## src/rtl/tag_gpio_bit_rx_if.sv

```systemverilog
// Receive-side report bundle: frame-start permission in, decoded word and strobe out.
interface tag_gpio_bit_rx_if #(
  parameter int TX_BITS_WIDTH = 128,
  parameter int BIT_CNT_WIDTH = 7
);
  logic                     enable;
  logic [TX_BITS_WIDTH-1:0] rx_bits;
  logic [BIT_CNT_WIDTH-1:0] rx_bits_cnt;
  logic                     rx_valid;
  logic                     rx_err;
  logic                     rx_busy;

  modport master (input enable, output rx_bits, rx_bits_cnt, rx_valid, rx_err, rx_busy);
  modport slave  (output enable, input rx_bits, rx_bits_cnt, rx_valid, rx_err, rx_busy);
endinterface

```

## src/rtl/tag_gpio_bit_rx.sv

```systemverilog
// Hop-clocked GPIO bit receiver: assembles up to FRAME_BITS bits per frame from fp_gpio_in.
// Latency: pin edge to bit stored 3 clk, one-cycle rx_valid strobe next cycle; no backpressure.
module tag_gpio_bit_rx #(
  parameter int REG_WIDTH     = 12,
  parameter int TX_BITS_WIDTH = 128,
  parameter int BIT_CNT_WIDTH = 7,
  parameter int FRAME_BITS    = 80,
  parameter int CLK_PIN       = 0,
  parameter int DATA_PIN      = 1,
  parameter int RST_PIN       = 2,
  parameter int TIMEOUT_WIDTH = 16,
  parameter int TIMEOUT       = 4096
) (
  input  logic                 clk,
  input  logic                 reset_n,
  input  logic [REG_WIDTH-1:0] fp_gpio_in,
  output logic [REG_WIDTH-1:0] fp_gpio_ddr,
  tag_gpio_bit_rx_if.master    rx
);

  typedef enum logic [1:0] {IDLE, RECV, DONE} state_t;

  // {rst, data, clk} pin samples
  logic [2:0] sync1, sync2;
  logic       clk_prev;
  logic       hop_edge, hop_data, hop_rst;

  state_t                   state, next_state;
  logic [TX_BITS_WIDTH-1:0] work, work_nxt;
  logic [BIT_CNT_WIDTH-1:0] cnt, cnt_nxt;
  logic                     err, err_nxt;
  logic [TIMEOUT_WIDTH-1:0] idle_cnt, idle_nxt;
  logic                     unused_pins;

  assign fp_gpio_ddr = '0;
  assign unused_pins = ^fp_gpio_in;

  always_ff @(posedge clk or negedge reset_n) begin
    if (!reset_n) begin
      sync1    <= '0;
      sync2    <= '0;
      clk_prev <= 1'b0;
    end else begin
      sync1    <= {fp_gpio_in[RST_PIN], fp_gpio_in[DATA_PIN], fp_gpio_in[CLK_PIN]};
      sync2    <= sync1;
      clk_prev <= sync2[0];
    end
  end

  assign hop_edge = sync2[0] & ~clk_prev;
  assign hop_data = sync2[1];
  assign hop_rst  = sync2[2];

  always_comb begin
    next_state = state;
    work_nxt   = work;
    cnt_nxt    = cnt;
    err_nxt    = err;
    idle_nxt   = '0;
    case (state)
      IDLE: begin
        if (hop_edge && rx.enable && !hop_rst) begin
          work_nxt    = '0;
          work_nxt[0] = hop_data;
          cnt_nxt     = BIT_CNT_WIDTH'(1);
          next_state  = (FRAME_BITS == 1) ? DONE : RECV;
        end
      end
      RECV: begin
        // Hop reset beats a coincident edge; that edge's bit is discarded.
        if (hop_rst) begin
          err_nxt    = 1'b1;
          next_state = DONE;
        end else if (hop_edge) begin
          work_nxt[cnt] = hop_data;
          cnt_nxt       = cnt + 1'b1;
          if (cnt_nxt == BIT_CNT_WIDTH'(FRAME_BITS)) next_state = DONE;
        end else if (idle_cnt == TIMEOUT_WIDTH'(TIMEOUT - 1)) begin
          err_nxt    = 1'b1;
          next_state = DONE;
        end else begin
          idle_nxt = idle_cnt + 1'b1;
        end
      end
      DONE: begin
        next_state = IDLE;
        work_nxt   = '0;
        cnt_nxt    = '0;
        err_nxt    = 1'b0;
      end
      default: next_state = IDLE;
    endcase
  end

  always_ff @(posedge clk or negedge reset_n) begin
    if (!reset_n) begin
      state    <= IDLE;
      work     <= '0;
      cnt      <= '0;
      err      <= 1'b0;
      idle_cnt <= '0;
    end else begin
      state    <= next_state;
      work     <= work_nxt;
      cnt      <= cnt_nxt;
      err      <= err_nxt;
      idle_cnt <= idle_nxt;
    end
  end

  // Report registers load on DONE entry and hold until the next frame ends.
  always_ff @(posedge clk or negedge reset_n) begin
    if (!reset_n) begin
      rx.rx_bits     <= '0;
      rx.rx_bits_cnt <= '0;
      rx.rx_err      <= 1'b0;
    end else if (next_state == DONE && state != DONE) begin
      rx.rx_bits     <= work_nxt;
      rx.rx_bits_cnt <= cnt_nxt;
      rx.rx_err      <= err_nxt;
    end
  end

  assign rx.rx_valid = (state == DONE);
  assign rx.rx_busy  = (state == RECV);

endmodule

```

## src/flat_wrapper.sv

```systemverilog
// flat-port wrapper written by rule: the top's interface ports become plain ports
module tag_gpio_bit_rx_flat 
#(
  parameter int REG_WIDTH     = 12,
  parameter int TX_BITS_WIDTH = 128,
  parameter int BIT_CNT_WIDTH = 7,
  parameter int FRAME_BITS    = 80,
  parameter int CLK_PIN       = 0,
  parameter int DATA_PIN      = 1,
  parameter int RST_PIN       = 2,
  parameter int TIMEOUT_WIDTH = 16,
  parameter int TIMEOUT       = 4096
)
  (clk, reset_n, fp_gpio_in, fp_gpio_ddr, rx_enable, rx_rx_bits, rx_rx_bits_cnt, rx_rx_valid, rx_rx_err, rx_rx_busy);
  tag_gpio_bit_rx_if #(.TX_BITS_WIDTH(TX_BITS_WIDTH), .BIT_CNT_WIDTH(BIT_CNT_WIDTH)) rx_i ();
  input  logic clk;
  input  logic reset_n;
  input  logic [REG_WIDTH-1:0] fp_gpio_in;
  output logic [REG_WIDTH-1:0] fp_gpio_ddr;
  input wire logic [$bits(rx_i.enable)-1:0] rx_enable;
  output wire logic [$bits(rx_i.rx_bits)-1:0] rx_rx_bits;
  output wire logic [$bits(rx_i.rx_bits_cnt)-1:0] rx_rx_bits_cnt;
  output wire logic [$bits(rx_i.rx_valid)-1:0] rx_rx_valid;
  output wire logic [$bits(rx_i.rx_err)-1:0] rx_rx_err;
  output wire logic [$bits(rx_i.rx_busy)-1:0] rx_rx_busy;
  assign rx_i.enable = rx_enable;
  assign rx_rx_bits = rx_i.rx_bits;
  assign rx_rx_bits_cnt = rx_i.rx_bits_cnt;
  assign rx_rx_valid = rx_i.rx_valid;
  assign rx_rx_err = rx_i.rx_err;
  assign rx_rx_busy = rx_i.rx_busy;
  tag_gpio_bit_rx #(.REG_WIDTH(REG_WIDTH), .TX_BITS_WIDTH(TX_BITS_WIDTH), .BIT_CNT_WIDTH(BIT_CNT_WIDTH), .FRAME_BITS(FRAME_BITS), .CLK_PIN(CLK_PIN), .DATA_PIN(DATA_PIN), .RST_PIN(RST_PIN), .TIMEOUT_WIDTH(TIMEOUT_WIDTH), .TIMEOUT(TIMEOUT)) u_core (.clk(clk), .reset_n(reset_n), .fp_gpio_in(fp_gpio_in), .fp_gpio_ddr(fp_gpio_ddr), .rx(rx_i));
endmodule
```

## config.mk

```make
export PLATFORM = sky130hd
export DESIGN_NAME = tag_gpio_bit_rx_flat
export DESIGN_NICKNAME = d
export VERILOG_FILES = /design/src/rtl/tag_gpio_bit_rx_if.sv /design/src/rtl/tag_gpio_bit_rx.sv /design/src/flat_wrapper.sv
export SDC_FILE = /design/constraint.sdc
export NUM_CORES = 1
export LEC_CHECK = 0
export BUFFER_PORTS_ARGS = -buffer_cell sky130_fd_sc_hd__buf_2
export CAP_MARGIN = 20
export CORE_UTILIZATION = 45
export DETAILED_ROUTE_END_ITERATION = 16
export SLEW_MARGIN = 20
export SYNTH_ARGS = -nofsm -noshare
export SYNTH_HDL_FRONTEND = slang
export SYNTH_SLANG_ARGS = --single-unit
```

## constraint.sdc

```tcl
create_clock -name clk -period 5.91 [get_ports clk]
set_input_delay 0.591 -clock clk [delete_from_list [all_inputs] [get_ports clk]]
set_output_delay 0.591 -clock clk [all_outputs]
set_load 0.02 [all_outputs]
```

==> flow_summary_export.csv, run 1 <==
group,metric,value,unit
cts,cts_hold_buffers,0,
cts,insertion_delay,0.55,ns
logic_synthesis,synth_seq_area_share,56.2,%
sta,min_period,3.55,ns
cells_and_area,area_growth,13.9,%
cells_and_area,multiInputGateArea,5210,um^2
logic_synthesis,syn_area,13200,um^2
placed_design,port_buffers,143,
pwr,power_frac_clock,34.0,%
flow_run,cap_violations,0,
critical_path,r2r_slack,2.36,ns
logic_synthesis,yosysTopAreaCell,"dfrtp_1",
routing,drt_iter0_drc,750,
critical_path,worstPathMaxFanout,37,
critical_path,required,6.34,ns
cts,postCtsSetupRepairBufs,0,
cts,clockBufferDepth,3,
die,fp.dieH,173,um
logic_synthesis,synth-warning-count,0,
sta,drv_slew,0,
cells_and_area,fillers,2602,
logic_synthesis,synth_seq_cells,297,
logic_synthesis,syn_inst,1148,
logic_synthesis,avgSynthCellArea,11.5,um^2
routing,final_antenna_net_count,0,
logic_synthesis,ys_async_sr_fraction,100,%
cells_and_area,fin_util,52.4,%
sta,maxClockFrequency,281,MHz
routing,firstDrtPassIters,5,
critical_path,crit_arrival,3.99,ns
die,die-area,30100,um^2
min_path,min_path_type,"input pin to asynchronous set/reset pin",
cts,clkSinkCount,297,
critical_path,critPathKind,"register to register",
logic_synthesis,netlist_top_cells_area,"dfrtp_1 (56%), o21ai_0 (8.3%), mux2_2 (7.8%)",
sta,finalHoldViolCount,0,
global_routing,grt_max_degree,137,
pwr,p_sw,0.00182,W
sta,worstMarginPinSlew,1.19,ns
pwr,power.internal,0.00382,W
cells_and_area,regArea,7430,um^2
die,die_width,173,um
placed_design,gp_congestion,0.799,
logic_synthesis,ys_types,60,
pwr,p_leak,7.28,nW
run_status,run_status,"finished clean",
global_routing,grt_usage,22.6,%
routing,routed_wl,34.0,mm
logic_synthesis,synth_top_area_share,56.2,%
die,fp-row-count,62,
cts,cts_tree,"yes",
pwr,comb_power_share,26.4,%
cts,clk_pin_slew,0.06,ns
routing,drc,0,
die,initial_core_util,46.0,%
cts,cts_root_buf,"clkbuf_16",
cells_and_area,antenna-diode-count,0,
pwr,peakVddDrop,0.282,mV
routing,routedWlPerCell,20.8,um
cts,h-tree-depth,1,
logic_synthesis,synth_edf_count,0,
pwr,switching_share,32.3,%
routing,viasPerCell,5.82,
critical_path,critPathLaunch,"u_core.cnt[2]",
sta,layout_worst_path_cycle_share,60.1,%
critical_path,critical_path.endpoint_type,"register",
sta,finalSetupViolations,0,
sta,slew_headroom,20.8,%
cts,cts_buffers,31,
pwr,seq_power_share,39.7,%
global_routing,grt_pass1_wl,54.3,mm
global_routing,grt_overflow,0,
sta,rsz0062_at_grt,"no",
routing,vias,9508,
die,ios,165,
logic_synthesis,yosysMostFrequentCell,"dfrtp_1",
pwr,cellPowerDensity,374,nW/um^2
critical_path,start_kind,"register",
placed_design,place_hpwl,19.9,mm
cells_and_area,nets,1252,
global_routing,antenna_found_initial,0,
logic_synthesis,synth_commonest_cells,"dfrtp_1 (297), o21ai_0 (220), a31oi_1 (127), mux2_2 (92), clkbuf_1 (54)",
logic_synthesis,synthFlopType,"dfrtp_1",
sta,skew,0.0105,ns
die,core,28800,um^2
cts,post_cts_resized,0,
global_routing,grt_pass1_vias,9414,
cells_and_area,layout-drive-gt1-share,29.3,%
sta,finalSetupTns,0,ns
critical_path,timing.rr.start,"u_core.cnt[2]",
-- layout by cell type (no fill, tap or decap), types with 5 or more instances in the layout --
cell type  Yosys  layout
a21oi_1        8       8
and3_1         6       6
a31oi_1      127     127
conb_1         1      12
dfrtp_1      297     297
xor2_1         6       6
clkbuf_16      0      31
nand2_1       48      48
buf_4         24      16
nand3_1       24      24
o21ai_0      220     220
nand4_1        7       7
buf_2         35     142
mux2_2        92      92
clkbuf_8       0      11
xnor2_1        8       8
inv_1          9       9
mux2_4        40      40
nor2_1        28      26
and4b_1        5       5
clkbuf_1      54       7
ha_1           6       6
o21ai_1       28      28
-- cell families after synthesis --
| group | share of synthesized area (%) |
|---|---|
| other | 0.0283 |
| DFF | 56.2 |
| xor gates and xnor gates | 0.926 |
| and+or+nand+nor | 7.37 |
| AOI/OAI and AO/OA | 16.6 |
| muxes | 12.9 |
| adders and majority gates | 0.567 |
| buffers and inverters | 5.48 |
-- per-layer routing --
metal  vias to the layer above  wire [um]  track usage, %
met5                         -          0               0
met4                         0        774            6.38
met3                        56       2060            2.87
met2                       326      15300            34.4
met1                      4783      15900            33.8
li1                       4343          -               -
-- worst max-delay path, stage by stage, from the launching register on --
cell     delay (ns)
dfrtp_1        0.59
and3_1         0.22
buf_4          0.31
mux2i_1        0.35
a32oi_2        0.15
a21oi_4        0.72
buf_4          0.65
mux2_2         0.40
-- layout make-up --
cell class | instances | share of cell area (%)
Multi-Input combinational cell | 730 | 34.6
Inverter | 9 | 0.224
Sequential cell | 297 | 49.3
Clock buffer | 49 | 6.33
Clock inverter | 4 | 0.324
Tap cell | 384 | 3.19
Timing Repair Buffer | 162 | 6.06
-- flip-flops by register name (all words and copies together) (netlist names) --
name                   flops
u_core.idle_cnt           16
u_core.work              128
u_core.sync1               3
u_core.cnt                 7
u_core.clk_prev            1
u_core.sync2               3
u_core.err                 1
u_core.rx.rx_err           1
u_core.rx.rx_bits        128
u_core.rx.rx_bits_cnt      7
u_core.state               2
-- worst paths after layout --
kind                                                to  cells past startpoint
worst max-delay path            u_core.rx.rx_bits[127]                      7
worst min-delay path             u_core.rx.rx_bits[97]                      1
worst max register to register  u_core.rx.rx_bits[127]                      7
worst min register to register         u_core.sync2[2]                      0
max in group asynchronous          u_core.idle_cnt[11]                      2
min in group clk                       u_core.sync1[2]                      1
-- power groups by stage --
| stage | clock (W) | sequential [W] | combinational, W |
|---|---|---|---|
| after detailed placement | 0 | 0.00228 | 0.00145 |
| after CTS | 0.00195 | 0.00224 | 0.00146 |
| after global placement | 0 | 0.00227 | 0.00144 |
| final | 0.00192 | 0.00224 | 0.00149 |
| after floorplan | 0 | 0.00238 | 0.00104 |
| after global routing | 0.00204 | 0.00225 | 0.00161 |
-- through the flow --
step	hold WS, ns	area [um^2]	std cells	power (W)	worst slack, ns
floorplan	0.295	13300	1159	0.00342	3.62
global placement	0.336	14000	1581	0.00371	2.40
detailed placement	0.335	14000	1581	0.00373	2.37
CTS	0.0679	15000	1634	0.00565	2.35
global route	0.0937	15100	1635	0.00590	2.12
finish	0.0394	15100	1635	0.00564	2.36
Note: power is estimated with default switching activity, not from simulation.
==> run 2, diff against run 1 <==
clock period = 3.4 ns   (was 5.91 ns; I/O delays follow)
==> run 2 against run 1 <==
  * Setup slack worse by 1.7 ns
  * Via count up 1.7%
  * Design area up 2.4%
  * First-iteration DRC count down 3.7%
  * Highest routed layer unchanged
==> flow_summary_export.csv, run 2 (same netlist as run 1, synthesis figures left out) <==
group,metric,value,unit
sta,layout_worst_path_cycle_share,80.6,%
routing,routedWlPerCell,20.3,um
critical_path,r2r_slack,0.66,ns
sta,drv_slew,0,
routing,viasPerCell,5.83,
pwr,peakVddDrop,0.604,mV
sta,worstMarginPinSlew,0.880,ns
sta,rsz0062_at_grt,"no",
cells_and_area,nets,1273,
die,ios,165,
sta,holdWs,0.263,ns
die,die-area,30100,um^2
placed_design,port_buffers,143,
sta,maxClockFrequency,365,MHz
run_status,run_status,"finished clean",
sta,finalSetupTns,0,ns
routing,final_antenna_net_count,0,
placed_design,gp_congestion,0.801,
cts,cts_tree,"yes",
placed_design,dp_slack,0.762,ns
critical_path,worstPathMaxFanout,42,
global_routing,grt_pass1_vias,9246,
critical_path,crit_arrival,3.17,ns
global_routing,grt_pass1_wl,53.3,mm
sta,slew_headroom,41.3,%
die,fp-row-count,62,
critical_path,start_kind,"register",
cells_and_area,layout-drive-gt1-share,30.6,%
global_routing,antenna_found_initial,0,
cells_and_area,antenna-diode-count,0,
die,die_width,173,um
cts,insertion_delay,0.55,ns
pwr,p_leak,7.46,nW
cts,cts_root_buf,"clkbuf_16",
cts,cts_buffers,30,
die,fp.dieH,173,um
global_routing,grt_usage,22.1,%
sta,finalHoldViolCount,0,
cells_and_area,fin_util,53.6,%
critical_path,critPathKind,"register to register",
cts,h-tree-depth,1,
die,core,28800,um^2
critical_path,critical_path.endpoint_type,"register",
cts,clockBufferDepth,3,
cells_and_area,reg_top3,"u_core.rx.rx_bits x128, u_core.work x128, u_core.idle_cnt x16",
routing,firstDrtPassIters,6,
sta,skew,0.0114,ns
cts,clkSinkCount,297,
routing,drc,0,
min_path,min_path_type,"input pin to register",
flow_run,cap_violations,0,
placed_design,place_hpwl,20.7,mm
global_routing,grt_overflow,0,
sta,min_period,2.74,ns
cts,clk_pin_slew,0.06,ns
cts,postCtsSetupRepairBufs,0,
cells_and_area,mostFrequentLayoutCell,"dfrtp_1",
pwr,power.total,0.0102,W
global_routing,grt_max_degree,129,
sta,finalSetupViolations,0,
die,initial_core_util,46.0,%
sta,fin_ws,0.661,ns
cells_and_area,final_cell_mix,"dfrtp_1 (297), o21ai_0 (220), buf_2 (142)",
pwr,cellPowerDensity,664,nW/um^2
routing,vias,9668,
routing,drt_iter0_drc,722,
routing,routed_wl,33.7,mm
cells_and_area,area_growth,16.6,%
critical_path,required,3.83,ns
-- run 2: cell types whose count changed in the layout (fill, tap and decap cells not counted), sizes merged --
cell,change
buf,+18
clkinvlp,+2
dlygate4sd3,+4
inv,-1
bufinv,+7
clkinv,+6
clkbuf,-12
-- run 2: repair_timing --
action	in CTS	in global routing
hold buffers	4	0
gates resized for setup	0	0
hold endpoints to repair	93	0
-- run 2: metal layers --
| metal | global-route usage, % | routed length, um | up-vias |
|---|---|---|---|
| li1 | - | - | 4396 |
| met1 | 33.4 | 15800 | 4881 |
| met2 | 33.6 | 15400 | 334 |
| met3 | 2.65 | 1890 | 57 |
| met4 | 5.72 | 707 | 0 |
| met5 | 0 | 0 | - |
-- run 2: final cells by class --
cell class	instances	area (um^2)
Fill cell	2535	13400
Clock buffer	37	828
Multi-Input combinational cell	730	5200
Inverter	9	33.8
Timing Repair Buffer	184	1150
Sequential cell	297	7430
Clock inverter	18	303
Tap cell	384	480
-- run 2: power breakdown --
part / switching (W) / internal, W / total [W] / leakage, nW
sequential: 0.000141 / 0.00374 / 0.00388 / 4.13
combinational: 0.00166 / 0.000962 / 0.00263 / 2.78
clock: 0.00140 / 0.00233 / 0.00373 / 0.552
total: 0.00320 / 0.00704 / 0.0102 / 7.46
-- run 2: metrics by stage --
stage | std cells | instance area (um^2)
after global placement | 1599 | 14200
after CTS | 1658 | 15400
after global routing | 1659 | 15400
after detailed placement | 1599 | 14200
final | 1659 | 15400
after floorplan | 1159 | 13300
-- run 2: worst paths after layout --
check                           depth (start not counted)                      to             from
worst max-delay path                                    7  u_core.rx.rx_bits[116]  u_core.sync2[2]
worst min-delay path                                    3           u_core.cnt[0]        rx_enable
worst max register to register                          7  u_core.rx.rx_bits[116]  u_core.sync2[2]
worst min register to register                          0         u_core.sync2[0]  u_core.sync1[0]
max in group asynchronous                               3         u_core.work[20]          reset_n
min in group asynchronous                               2   u_core.rx.rx_bits[94]          reset_n
-- run 2: worst max-delay path: stages (launching register included) --
cell,delay (ns)
dfrtp_1,0.54
nor4b_2,0.30
buf_4,0.39
buf_4,0.50
a31oi_1,0.15
o21ai_0,0.20
o21ai_0,0.20
mux2_4,0.30
==> run 3, diff against run 2 <==
clock period = 2.8 ns   (was 3.4 ns; I/O delays follow)
==> run 3 against run 2 <==
  * Power increased by 25%
  * Critical path type unchanged
  * Clock power increased by 28%
  * Via count up 1.1%
  * Sequential cell count unchanged
  * Register-to-register slack worse by 0.40 ns
  * Largest cell class unchanged
  * Design area up 1.7%
  * Sequential share of layout area decreased by 0.79 points
  * Critical endpoint is now u_core.rx.rx_bits[125]
  * Hold slack better by 0.0011 ns
  * Count of clock-buffer cells in the layout up 9
  * Utilization grew 0.90 points
  * Maximum frequency grew 7.7%
==> flow_summary_export.csv, run 3 (same netlist as run 1, synthesis figures left out) <==
group,metric,value,unit
cells_and_area,reg_top3,"u_core.rx.rx_bits x128, u_core.work x128, u_core.idle_cnt x16",
cells_and_area,nets,1298,
routing,routedWlPerCell,20.5,um
die,core,28800,um^2
critical_path,worstPathMaxFanout,19,
pwr,p_leak,7.61,nW
critical_path,slowest_stage,"o21ai_0",
sta,rsz0062_at_grt,"no",
global_routing,grt_overflow,0,
critical_path,required,3.25,ns
sta,drv_slew,0,
sta,layout_worst_path_cycle_share,90.8,%
cts,cts_buffers,34,
cells_and_area,mostFrequentLayoutCell,"dfrtp_1",
die,ios,165,
die,initial_core_util,46.0,%
sta,finalHoldViolCount,0,
cells_and_area,final_cells,1684,
cts,cts_tree,"yes",
die,fp.dieH,173,um
placed_design,place_inst,1621,
cells_and_area,final_cell_mix,"dfrtp_1 (297), o21ai_0 (220), buf_2 (142)",
placed_design,port_buffers,143,
placed_design,gp_congestion,0.792,
cells_and_area,layout-drive-gt1-share,31.6,%
flow_run,cap_violations,0,
run_status,run_status,"finished clean",
sta,worstMarginPinSlew,0.706,ns
cts,h-tree-depth,2,
die,die_width,173,um
cts,clk_pin_slew,0.06,ns
cts,clockBufferDepth,3,
cells_and_area,area_growth,18.5,%
routing,drc,0,
sta,maxClockFrequency,393,MHz
critical_path,r2r_slack,0.26,ns
global_routing,grt_pass1_vias,9542,
routing,firstDrtPassIters,4,
cells_and_area,antenna-diode-count,0,
cts,insertion_delay,0.51,ns
global_routing,grt_pass1_wl,54.5,mm
cts,cts_root_buf,"clkbuf_16",
cts,clkSinkCount,297,
routing,vias,9773,
cells_and_area,fillers,2544,
critical_path,start_kind,"register",
critical_path,crit_arrival,2.99,ns
sta,skew,0.0146,ns
critical_path,path_cells,"inv_1 -> ha_1 -> nand2b_4 -> nor2_2 -> buf_12 -> nand2_1 -> o21ai_0 -> mux2_4",
sta,finalSetupTns,0,ns
sta,slew_headroom,52.3,%
routing,drt_iter0_drc,728,
pwr,cellPowerDensity,817,nW/um^2
global_routing,antenna_found_initial,0,
critical_path,critPathKind,"register to register",
pwr,peakVddDrop,0.453,mV
die,fp-row-count,62,
routing,viasPerCell,5.80,
critical_path,critical_path.endpoint_type,"register",
critical_path,crit_path_max_incr_delay,0.51,ns
sta,min_period,2.54,ns
min_path,min_path_type,"input pin to register",
die,die-area,30100,um^2
placed_design,place_hpwl,21.6,mm
sta,finalSetupViolations,0,
global_routing,grt_max_degree,84,
cts,post_cts_resized,0,
routing,final_antenna_net_count,0,
routing,routed_wl,34.5,mm
global_routing,grt_usage,22.8,%
==> run 3: where the power goes <==
group | switching, W | total (W) | internal [W]
clock network | 0.00172 | 0.00476 | 0.00304
registers | 0.000176 | 0.00472 | 0.00455
logic | 0.00207 | 0.00333 | 0.00126
total | 0.00397 | 0.0128 | 0.00884
==> run 3: worst max-delay path: cells and delay by family (launching register included) <==
family	cells	cell delay (ns)
AOI/OAI and AO/OA	1	0.51
adders and majority gates	1	0.42
buffers and inverters	2	0.31
DFF	1	0.45
muxes	1	0.24
and+or+nand+nor	3	0.55
==> run 3: repair_timing <==
action | CTS | global route
setup buffers | 0 | 0
hold endpoints to repair | 79 | 0
hold buffers | 4 | 0
setup endpoints to repair | 0 | 0
==> run 3: through the flow <==
step | area, um^2 | hold WS [ns] | power [W] | utilization [%] | setup WS [ns]
floorplan | 13300 | -0.0156 | 0.00722 | - | 0.510
global placement | 14400 | 0.334 | 0.00808 | 50.2 | 0.351
detailed placement | 14400 | 0.335 | 0.00812 | 50.2 | 0.311
CTS | 15700 | 0.243 | 0.0129 | 54.5 | 0.294
global route | 15700 | 0.256 | 0.0134 | 54.5 | 0.129
finish | 15700 | 0.264 | 0.0128 | 54.5 | 0.257
==> run 3: area by class of cell <==
| type | count | area, um^2 | share of cell area (%) |
|---|---|---|---|
| flip-flops and latches | 297 | 7430 | 47.4 |
| inverters | 9 | 33.8 | 0.215 |
| repair buffers | 205 | 1340 | 8.54 |
| clock inverters | 13 | 244 | 1.56 |
| clock buffers | 46 | 957 | 6.10 |
| multi-input cells | 730 | 5200 | 33.1 |
| well taps | 384 | 480 | 3.06 |
==> run 3: worst paths after layout <==
check / start / endpoint / cells past startpoint
hold reg to reg: u_core.sync1[2] / u_core.sync2[2] / 0
min in group asynchronous: reset_n / u_core.rx.rx_bits[97] / 2
hold / removal: rx_enable / u_core.cnt[0] / 3
setup reg to reg: u_core.state[1] / u_core.rx.rx_bits[125] / 8
setup / recovery: u_core.state[1] / u_core.rx.rx_bits[125] / 8
max in group asynchronous: reset_n / u_core.work[55] / 3
==> run 3: layer usage <==
| layer | up-vias | part of all wire (%) | GRT usage [%] |
|---|---|---|---|
| met5 | - | 0 | 0 |
| met4 | 0 | 2.7 | 8.11 |
| met3 | 66 | 6.3 | 3.90 |
| met2 | 347 | 45 | 33.6 |
| met1 | 4918 | 46 | 33.8 |
| li1 | 4442 | - | - |
